===== src/rtl/dpram_access_arbiter.sv =====
// -----------------------------------------------------------------------------
// dpram_access_arbiter
//
// Synchronous front end for an asynchronous dual-port RAM. Two client request
// channels (A, B) are mapped onto RAM Port A and Port B. All RAM-side strobes
// are registered. Same-address hazards (both valid, same address, at least one
// write) are serialised by a two-state round-robin priority pointer, so the
// RAM never sees a same-address write collision. Read data is captured one
// cycle after issue into a valid-tagged response per client. A saturating
// counter records every serialised hazard.
//
// Ports:
//   clk, reset_n                      clock, synchronous active-low reset
//   req_valid_x / req_ready_x         request handshake (ready is combinational)
//   req_we_x, req_addr_x, req_wdata_x request attributes (x = a, b)
//   rsp_valid_x, rsp_rdata_x          one-cycle read response
//   ram_addr_x, ram_din_x,
//   ram_we_x, ram_re_x                registered RAM port drive
//   ram_dout_x                        RAM read data
//   hazard_cnt                        saturating serialised-hazard count
// -----------------------------------------------------------------------------
module dpram_access_arbiter #(
  parameter int DATA_WIDTH = 8,
  parameter int ADDR_WIDTH = 4,
  parameter int CNT_WIDTH  = 8,
  parameter bit A_FIRST    = 1'b1
) (
  input  logic                  clk,
  input  logic                  reset_n,
  input  logic                  req_valid_a,
  output logic                  req_ready_a,
  input  logic                  req_we_a,
  input  logic [ADDR_WIDTH-1:0] req_addr_a,
  input  logic [DATA_WIDTH-1:0] req_wdata_a,
  output logic                  rsp_valid_a,
  output logic [DATA_WIDTH-1:0] rsp_rdata_a,
  input  logic                  req_valid_b,
  output logic                  req_ready_b,
  input  logic                  req_we_b,
  input  logic [ADDR_WIDTH-1:0] req_addr_b,
  input  logic [DATA_WIDTH-1:0] req_wdata_b,
  output logic                  rsp_valid_b,
  output logic [DATA_WIDTH-1:0] rsp_rdata_b,
  output logic [ADDR_WIDTH-1:0] ram_addr_a,
  output logic [DATA_WIDTH-1:0] ram_din_a,
  output logic                  ram_we_a,
  output logic                  ram_re_a,
  input  logic [DATA_WIDTH-1:0] ram_dout_a,
  output logic [ADDR_WIDTH-1:0] ram_addr_b,
  output logic [DATA_WIDTH-1:0] ram_din_b,
  output logic                  ram_we_b,
  output logic                  ram_re_b,
  input  logic [DATA_WIDTH-1:0] ram_dout_b,
  output logic [CNT_WIDTH-1:0]  hazard_cnt
);

  typedef enum logic {
    PRI_A = 1'b0,
    PRI_B = 1'b1
  } pri_e;

  localparam pri_e PRI_RST = A_FIRST ? PRI_A : PRI_B;
  localparam logic [CNT_WIDTH-1:0] CNT_MAX = {CNT_WIDTH{1'b1}};

  pri_e                  pri_q, pri_d;
  logic                  hazard_s;
  logic                  ready_a_s, ready_b_s;
  logic                  acc_a_s, acc_b_s;

  logic [CNT_WIDTH-1:0]  hazard_cnt_q, hazard_cnt_d;
  logic [ADDR_WIDTH-1:0] ram_addr_a_q, ram_addr_a_d, ram_addr_b_q, ram_addr_b_d;
  logic [DATA_WIDTH-1:0] ram_din_a_q, ram_din_a_d, ram_din_b_q, ram_din_b_d;
  logic                  ram_we_a_q, ram_we_a_d, ram_we_b_q, ram_we_b_d;
  logic                  ram_re_a_q, ram_re_a_d, ram_re_b_q, ram_re_b_d;
  logic                  rsp_valid_a_q, rsp_valid_a_d, rsp_valid_b_q, rsp_valid_b_d;
  logic [DATA_WIDTH-1:0] rsp_rdata_a_q, rsp_rdata_a_d, rsp_rdata_b_q, rsp_rdata_b_d;

  // Hazard detection and request acceptance; two reads never collide.
  always_comb begin
    hazard_s  = req_valid_a & req_valid_b & (req_addr_a == req_addr_b) &
                (req_we_a | req_we_b);
    ready_a_s = 1'b0;
    ready_b_s = 1'b0;
    if (!reset_n) begin
      ready_a_s = 1'b0;
      ready_b_s = 1'b0;
    end else if (hazard_s) begin
      ready_a_s = (pri_q == PRI_A);
      ready_b_s = (pri_q == PRI_B);
    end else begin
      ready_a_s = 1'b1;
      ready_b_s = 1'b1;
    end
    acc_a_s = req_valid_a & ready_a_s;
    acc_b_s = req_valid_b & ready_b_s;
  end

  // Priority pointer next state: a hazard hands priority to the loser, so a
  // held-off request always wins on the following cycle.
  always_comb begin
    pri_d = pri_q;
    case (pri_q)
      PRI_A: begin
        if (hazard_s) pri_d = PRI_B;
        else          pri_d = PRI_A;
      end
      PRI_B: begin
        if (hazard_s) pri_d = PRI_A;
        else          pri_d = PRI_B;
      end
      default: pri_d = PRI_RST;
    endcase
  end

  // Saturating hazard counter next state.
  always_comb begin
    hazard_cnt_d = hazard_cnt_q;
    if (hazard_s && (hazard_cnt_q != CNT_MAX)) begin
      hazard_cnt_d = hazard_cnt_q + {{(CNT_WIDTH-1){1'b0}}, 1'b1};
    end else begin
      hazard_cnt_d = hazard_cnt_q;
    end
  end

  // RAM port issue: strobes last exactly one cycle, address/data hold when idle.
  always_comb begin
    ram_we_a_d   = acc_a_s & req_we_a;
    ram_re_a_d   = acc_a_s & ~req_we_a;
    ram_we_b_d   = acc_b_s & req_we_b;
    ram_re_b_d   = acc_b_s & ~req_we_b;
    ram_addr_a_d = ram_addr_a_q;
    ram_din_a_d  = ram_din_a_q;
    ram_addr_b_d = ram_addr_b_q;
    ram_din_b_d  = ram_din_b_q;
    if (acc_a_s) begin
      ram_addr_a_d = req_addr_a;
      ram_din_a_d  = req_wdata_a;
    end else begin
      ram_addr_a_d = ram_addr_a_q;
      ram_din_a_d  = ram_din_a_q;
    end
    if (acc_b_s) begin
      ram_addr_b_d = req_addr_b;
      ram_din_b_d  = req_wdata_b;
    end else begin
      ram_addr_b_d = ram_addr_b_q;
      ram_din_b_d  = ram_din_b_q;
    end
  end

  // Read response capture: data sampled at the end of the issue cycle.
  always_comb begin
    rsp_valid_a_d = ram_re_a_q;
    rsp_valid_b_d = ram_re_b_q;
    rsp_rdata_a_d = rsp_rdata_a_q;
    rsp_rdata_b_d = rsp_rdata_b_q;
    if (ram_re_a_q) rsp_rdata_a_d = ram_dout_a;
    else            rsp_rdata_a_d = rsp_rdata_a_q;
    if (ram_re_b_q) rsp_rdata_b_d = ram_dout_b;
    else            rsp_rdata_b_d = rsp_rdata_b_q;
  end

  // State registers; reset also drops any in-flight read response.
  always_ff @(posedge clk) begin
    if (!reset_n) begin
      pri_q         <= PRI_RST;
      hazard_cnt_q  <= {CNT_WIDTH{1'b0}};
      ram_addr_a_q  <= {ADDR_WIDTH{1'b0}};
      ram_addr_b_q  <= {ADDR_WIDTH{1'b0}};
      ram_din_a_q   <= {DATA_WIDTH{1'b0}};
      ram_din_b_q   <= {DATA_WIDTH{1'b0}};
      ram_we_a_q    <= 1'b0;
      ram_we_b_q    <= 1'b0;
      ram_re_a_q    <= 1'b0;
      ram_re_b_q    <= 1'b0;
      rsp_valid_a_q <= 1'b0;
      rsp_valid_b_q <= 1'b0;
      rsp_rdata_a_q <= {DATA_WIDTH{1'b0}};
      rsp_rdata_b_q <= {DATA_WIDTH{1'b0}};
    end else begin
      pri_q         <= pri_d;
      hazard_cnt_q  <= hazard_cnt_d;
      ram_addr_a_q  <= ram_addr_a_d;
      ram_addr_b_q  <= ram_addr_b_d;
      ram_din_a_q   <= ram_din_a_d;
      ram_din_b_q   <= ram_din_b_d;
      ram_we_a_q    <= ram_we_a_d;
      ram_we_b_q    <= ram_we_b_d;
      ram_re_a_q    <= ram_re_a_d;
      ram_re_b_q    <= ram_re_b_d;
      rsp_valid_a_q <= rsp_valid_a_d;
      rsp_valid_b_q <= rsp_valid_b_d;
      rsp_rdata_a_q <= rsp_rdata_a_d;
      rsp_rdata_b_q <= rsp_rdata_b_d;
    end
  end

  assign req_ready_a = ready_a_s;
  assign req_ready_b = ready_b_s;
  assign ram_addr_a  = ram_addr_a_q;
  assign ram_din_a   = ram_din_a_q;
  assign ram_we_a    = ram_we_a_q;
  assign ram_re_a    = ram_re_a_q;
  assign ram_addr_b  = ram_addr_b_q;
  assign ram_din_b   = ram_din_b_q;
  assign ram_we_b    = ram_we_b_q;
  assign ram_re_b    = ram_re_b_q;
  assign rsp_valid_a = rsp_valid_a_q;
  assign rsp_rdata_a = rsp_rdata_a_q;
  assign rsp_valid_b = rsp_valid_b_q;
  assign rsp_rdata_b = rsp_rdata_b_q;
  assign hazard_cnt  = hazard_cnt_q;

endmodule


===== config.mk =====
export PLATFORM = sky130hd
export DESIGN_NAME = dpram_access_arbiter
export DESIGN_NICKNAME = d
export VERILOG_FILES = /design/src/rtl/dpram_access_arbiter.sv
export SDC_FILE = /design/constraint.sdc
export NUM_CORES = 1
export LEC_CHECK = 0
export BUFFER_PORTS_ARGS = -buffer_cell sky130_fd_sc_hd__buf_4
export CORE_MARGIN = 4
export CORE_UTILIZATION = 48
export DETAILED_ROUTE_END_ITERATION = 8
export PLACE_DENSITY = 0.79
export SYNTH_ARGS = -nofsm -noshare
export SYNTH_HDL_FRONTEND = slang
export SYNTH_SLANG_ARGS = --single-unit
export TNS_END_PERCENT = 5

===== constraint.sdc =====
create_clock -name clk -period 2.8 [get_ports clk]
set_input_delay 0.56 -clock clk [delete_from_list [all_inputs] [get_ports clk]]
set_output_delay 0.56 -clock clk [all_outputs]
set_load 0.03 [all_outputs]

Word-level counts from Yosys, hierarchy flattened --
Cells that the tools add are included. Widths: inputs -> output; s select.
Cells by class: add/sub/neg operators 1, eq/ne operators 2, mux-type cells 7, bitwise logic cells 13, reduce and logical (&&, ||, !) cells 1
Operator list (count):
- $and 1x1->1 | 9
- $add 8x1->8 const B | 1
- $ne 8x8->1 const B | 1
- $mux 1 | 6
- $eq 4x4->1 | 1
- $not 1->1 | 3
- $pmux 1 s2 | 1
- $logic_and 1x1->1 | 1
- $or 1x1->1 | 1
Storage, ports and cells: flip-flop bits (word level) 55, bits of input ports 46, output and inout bits 56, word-level logic and storage cells 38

Logic depth before layout (Yosys ltp) --
word-level depth 7, mapped depth 10, gate-level depth less buffers 8

Worst setup path after synthesis --
No wires, ideal clock.
path type input-to-reg, start input req_we_b, end register ram_addr_b_q[1] (netlist: ram_addr_b[1]), setup time 123 ps, arrival 2242 ps, required time 2677 ps, slack 436 ps, stages 8, path buffers 2, cell sequence o2111ai_1 -> nor2_1 -> ha_1 -> nor2_1 -> and2_1 -> buf_2 -> buf_2 -> o21ai_0
Between the ends: word-level cells in the longest chain between the ends 5
Ends and longest elaborated chain:
- start: declaration | line 39 | input logic req_we_b,
- $or 1x1->1 | line 81 | (req_we_a | req_we_b);
- $and 1x1->1 | line 80 | hazard_s = req_valid_a & req_valid_b & (req_addr_a == req_addr_b) &
- $mux 1 | line 87 | end else if (hazard_s) begin
- $mux 1 | line 84 | if (!reset_n) begin
- via req_ready_b | line 38 | output logic req_ready_b,
- $and 1x1->1 | line 95 | acc_b_s = req_valid_b & ready_b_s;
- end signal: assignment | line 169 | ram_addr_b_q <= {ADDR_WIDTH{1'b0}};
- end signal: assignment | line 184 | ram_addr_b_q <= ram_addr_b_d;
- end: declaration | line 71 | logic [ADDR_WIDTH-1:0] ram_addr_a_q, ram_addr_a_d, ram_addr_b_q, ram_addr_b_d;
The timed path passes the listed nets, and every way through them passes these cells. A chain may end at the register's enable or synchronous reset.

Final worst setup path --
start input req_addr_b[0], end output req_ready_b
Between the ends: word-level cells in the longest chain between the ends 5
Ends and longest elaborated chain:
- start: declaration | line 40 | input logic [ADDR_WIDTH-1:0] req_addr_b,
- $eq 4x4->1 | line 80
- $and 1x1->1 (2 in series) | line 80
- $mux 1 | line 87
- $mux 1 | line 84
- end: declaration | line 38
No other way between the ends.

==> impl_results.md <==
- Status: finished, final reports clean
- Post-synth ARST share: 0%
- CTS root buf: clkbuf_8
- Initial antenna violation count: 0
- Worst EP required: approximately 2200 ps
- DRC viols: 0
- Yosys top cell area share: 53.2%
- Share of layout cells above drive strength 1: between 30 and 40%
- Mapped Nets: about 280
- Non-Filler Instances: between 300 and 400
- Most common flop cell mapped by yosys: dfxtp_1
- Total track usage: 18.4%
- Synthesized cell area: 2070 um2
- Dpl ws: around 240 ps
- Setup Fix Bufs, Post-CTS: 0
- Die area: between 5000 and 6000 um2
- Final core utilization: just over 70%
- Skew-Pair Late Insertion Delay: roughly 300 ps
- Hold_ws: around 420 ps
- Port Buffer Count: around 100
- Worst setup EP type: output port
- Core area: a little over 4000 um2
- Hold Crit Class: primary input to flip-flop
- Endpoint, Worst Hold: ram_re_b
- Pre-antenna DRT Iters: 4
- Hold buffers post-CTS: 0
- Critical path class: primary input to output port
- VDD IR-drop max: 365 uV
- Rel. slew slack: ~54%
- TNS Setup: 0 ps
- Sink Count: 55
- R2R setup slack: about 1100 ps
- Clock slew at reported path FFs: approximately 90 ps
- Crit Reg-Reg Endpoint: ram_addr_b[1]
- Total wire length: 4.94 mm
- Largest net degree at the start of global routing: 35
- # fillers: about 330
- Total global routing overflow: 0
- Post_cts resized: 0
- Setup Skew: 6.20 ps
- I/O pin total: 102
- Post-synth top cells: nand2_1, dfxtp_1, nor2_1, o21ai_0, mux2i_1
- Max-cap violations: 0
- Synth Register Bits: between 50 and 60
- Worst setup margin: 372 ps
- CTS Buffer Depth: 2
- Largest area contributor in the netlist: dfxtp_1
- Nets: 376
- Synth top area cells: dfxtp_1, mux2i_1, nand2_1
- P&R area growth vs syn: 43.5%
- Pleak: approximately 0.0013 uW
- Hold path cells: 2
- DRT iter0 DRCs: 79
- Shortest period the worst path allows: ~2400 ps
- Post-synth EDFFs: 0
- Rows: 23
- RSZ-0062 raised after global routing: false
- Post-DRT Antenna Nets: 0
- Max Clock Freq: ~410 MHz
- Syn. warnings: 0
- Synth unique cells: 25
- Max FO, Critical Path: 6
- Worst-Margin Slew: about 700 ps
- Sequential area share after synthesis: between 50% and 60%
- CTS buffer count: 5
- Clock H-tree levels: 2
- PwrDens: approximately 570 nW/um2
- Mapped Cells: approximately 230
- Vias in the first global route: around 1,800
- Hold_sp: req_we_b
- Via density: 4.92
- Crit path arrival time: between 1500 and 2000 ps
- Routability cong.: ~0.76
- Top-count cell post-synth: nand2_1
- Reg2Reg Launch Point: pri_q
- Syn avg cell area: 8.91 um2
- Wire per inst: 13.1 um
- Startpoint Class: primary input
- Initial Utilization: about 50%
- Ant. Diodes: 0
- Post-DP HPWL: 3.68 mm
- Final Cycle Share: between 80% and 90%
- Pins Over Slew Limit: 0
- FF-to-FF path depth: 5
- Vias: 1,861
- Die Y: approximately 74 um
- Cells after DPL: 370
- CTS tree: yes
- Final Hold Vio Count: 0
- # setup viols final: 0
- Die width: around 74 um
- Global-route wire length before repair: around 7.8 mm
[power breakdown]
| part | switching, uW | leakage [uW] | internal, uW |
|---|---|---|---|
| logic | 146 | 0.000834 | 114 |
| clock network | 243 | 0.0000654 | 357 |
| registers | 22.6 | 0.000450 | 818 |
[layout by cell type, fill, tap and decap left out, types with 3 or more instances in the layout]
master / instances
buf_4: 102
nand2_1: 56
dfxtp_1: 55
nor2_1: 25
o21ai_0: 22
mux2i_1: 21
xnor2_1: 5
and2_1: 5
clkbuf_8: 5
nand2b_1: 4
nand3_1: 3
nor2b_1: 3
ha_1: 3
[worst max path at each step]
| stage | slack [ps] | depth (start not counted) | startpoint | end |
|---|---|---|---|---|
| after global routing | 270 | 7 | req_addr_b[0] | req_ready_b |
| final | 370 | 7 | req_addr_b[0] | req_ready_b |
| after floorplan | 440 | 8 | req_we_b | ram_addr_b[1] |
| after detailed placement | 240 | 7 | req_we_b | ram_addr_b[1] |
| after global placement | 370 | 7 | req_we_b | ram_din_a[2] |
| after CTS | 350 | 7 | req_addr_b[0] | req_ready_b |
[logic make-up (layout without fill, tap and decap cells)]
| logic type | Yosys count | count (layout) | share of synthesized area [%] |
|---|---|---|---|
| and+or+nand+nor | 104 | 104 | 22.0 |
| adders and majority gates | 3 | 3 | 1.82 |
| AOI/OAI and AO/OA | 28 | 28 | 7.32 |
| muxes | 21 | 21 | 10.2 |
| DFF | 55 | 55 | 53.2 |
| buffers and inverters | 16 | 112 | 3.33 |
| xor gates and xnor gates | 5 | 5 | 2.12 |
[stage by stage]
| step | power (uW) | area [um2] |
|---|---|---|
| floorplan | 998 | 2070 |
| global placement | 1120 | 2840 |
| detailed placement | 1120 | 2840 |
| CTS | 1720 | 2970 |
| global route | 1770 | 2970 |
| finish | 1700 | 2970 |
[flip-flops by register name, summed over array words and instances, names as in the netlist]
name         flops
hazard_cnt       8
pri_q            1
ram_addr_a       4
ram_addr_b       4
ram_din_a        8
ram_din_b        8
ram_re_a         1
ram_re_b         1
ram_we_a         1
ram_we_b         1
rsp_rdata_a      8
rsp_rdata_b      8
rsp_valid_a      1
rsp_valid_b      1
[routing by layer]
layer | GRT usage, % | up-vias | share of wire, %
li1 | - | 947 | -
met1 | 20.8 | 849 | 40
met2 | 32.8 | 61 | 51
met3 | 5.47 | 4 | 7.5
met4 | 6.04 | 0 | 1.1
met5 | 0 | - | 0
[layout make-up]
class | count | area, um2 | share of cell area, %
clock buffer | 6 | 72.6 | 2.45
clock inverter | 2 | 60.1 | 2.02
inverter | 2 | 7.51 | 0.253
multi-input combinational | 161 | 898 | 30.3
sequential | 55 | 1100 | 37.1
tap | 50 | 62.6 | 2.11
timing repair buffer | 102 | 766 | 25.8
[critical path: stages]
cell and delay, ps:
buf_4 120, xnor2_1 160, o2111ai_1 200, nor2_1 350, ha_1 230, nor2_1 60
buf_4 190
Note: power is estimated with default switching activity, not from simulation.
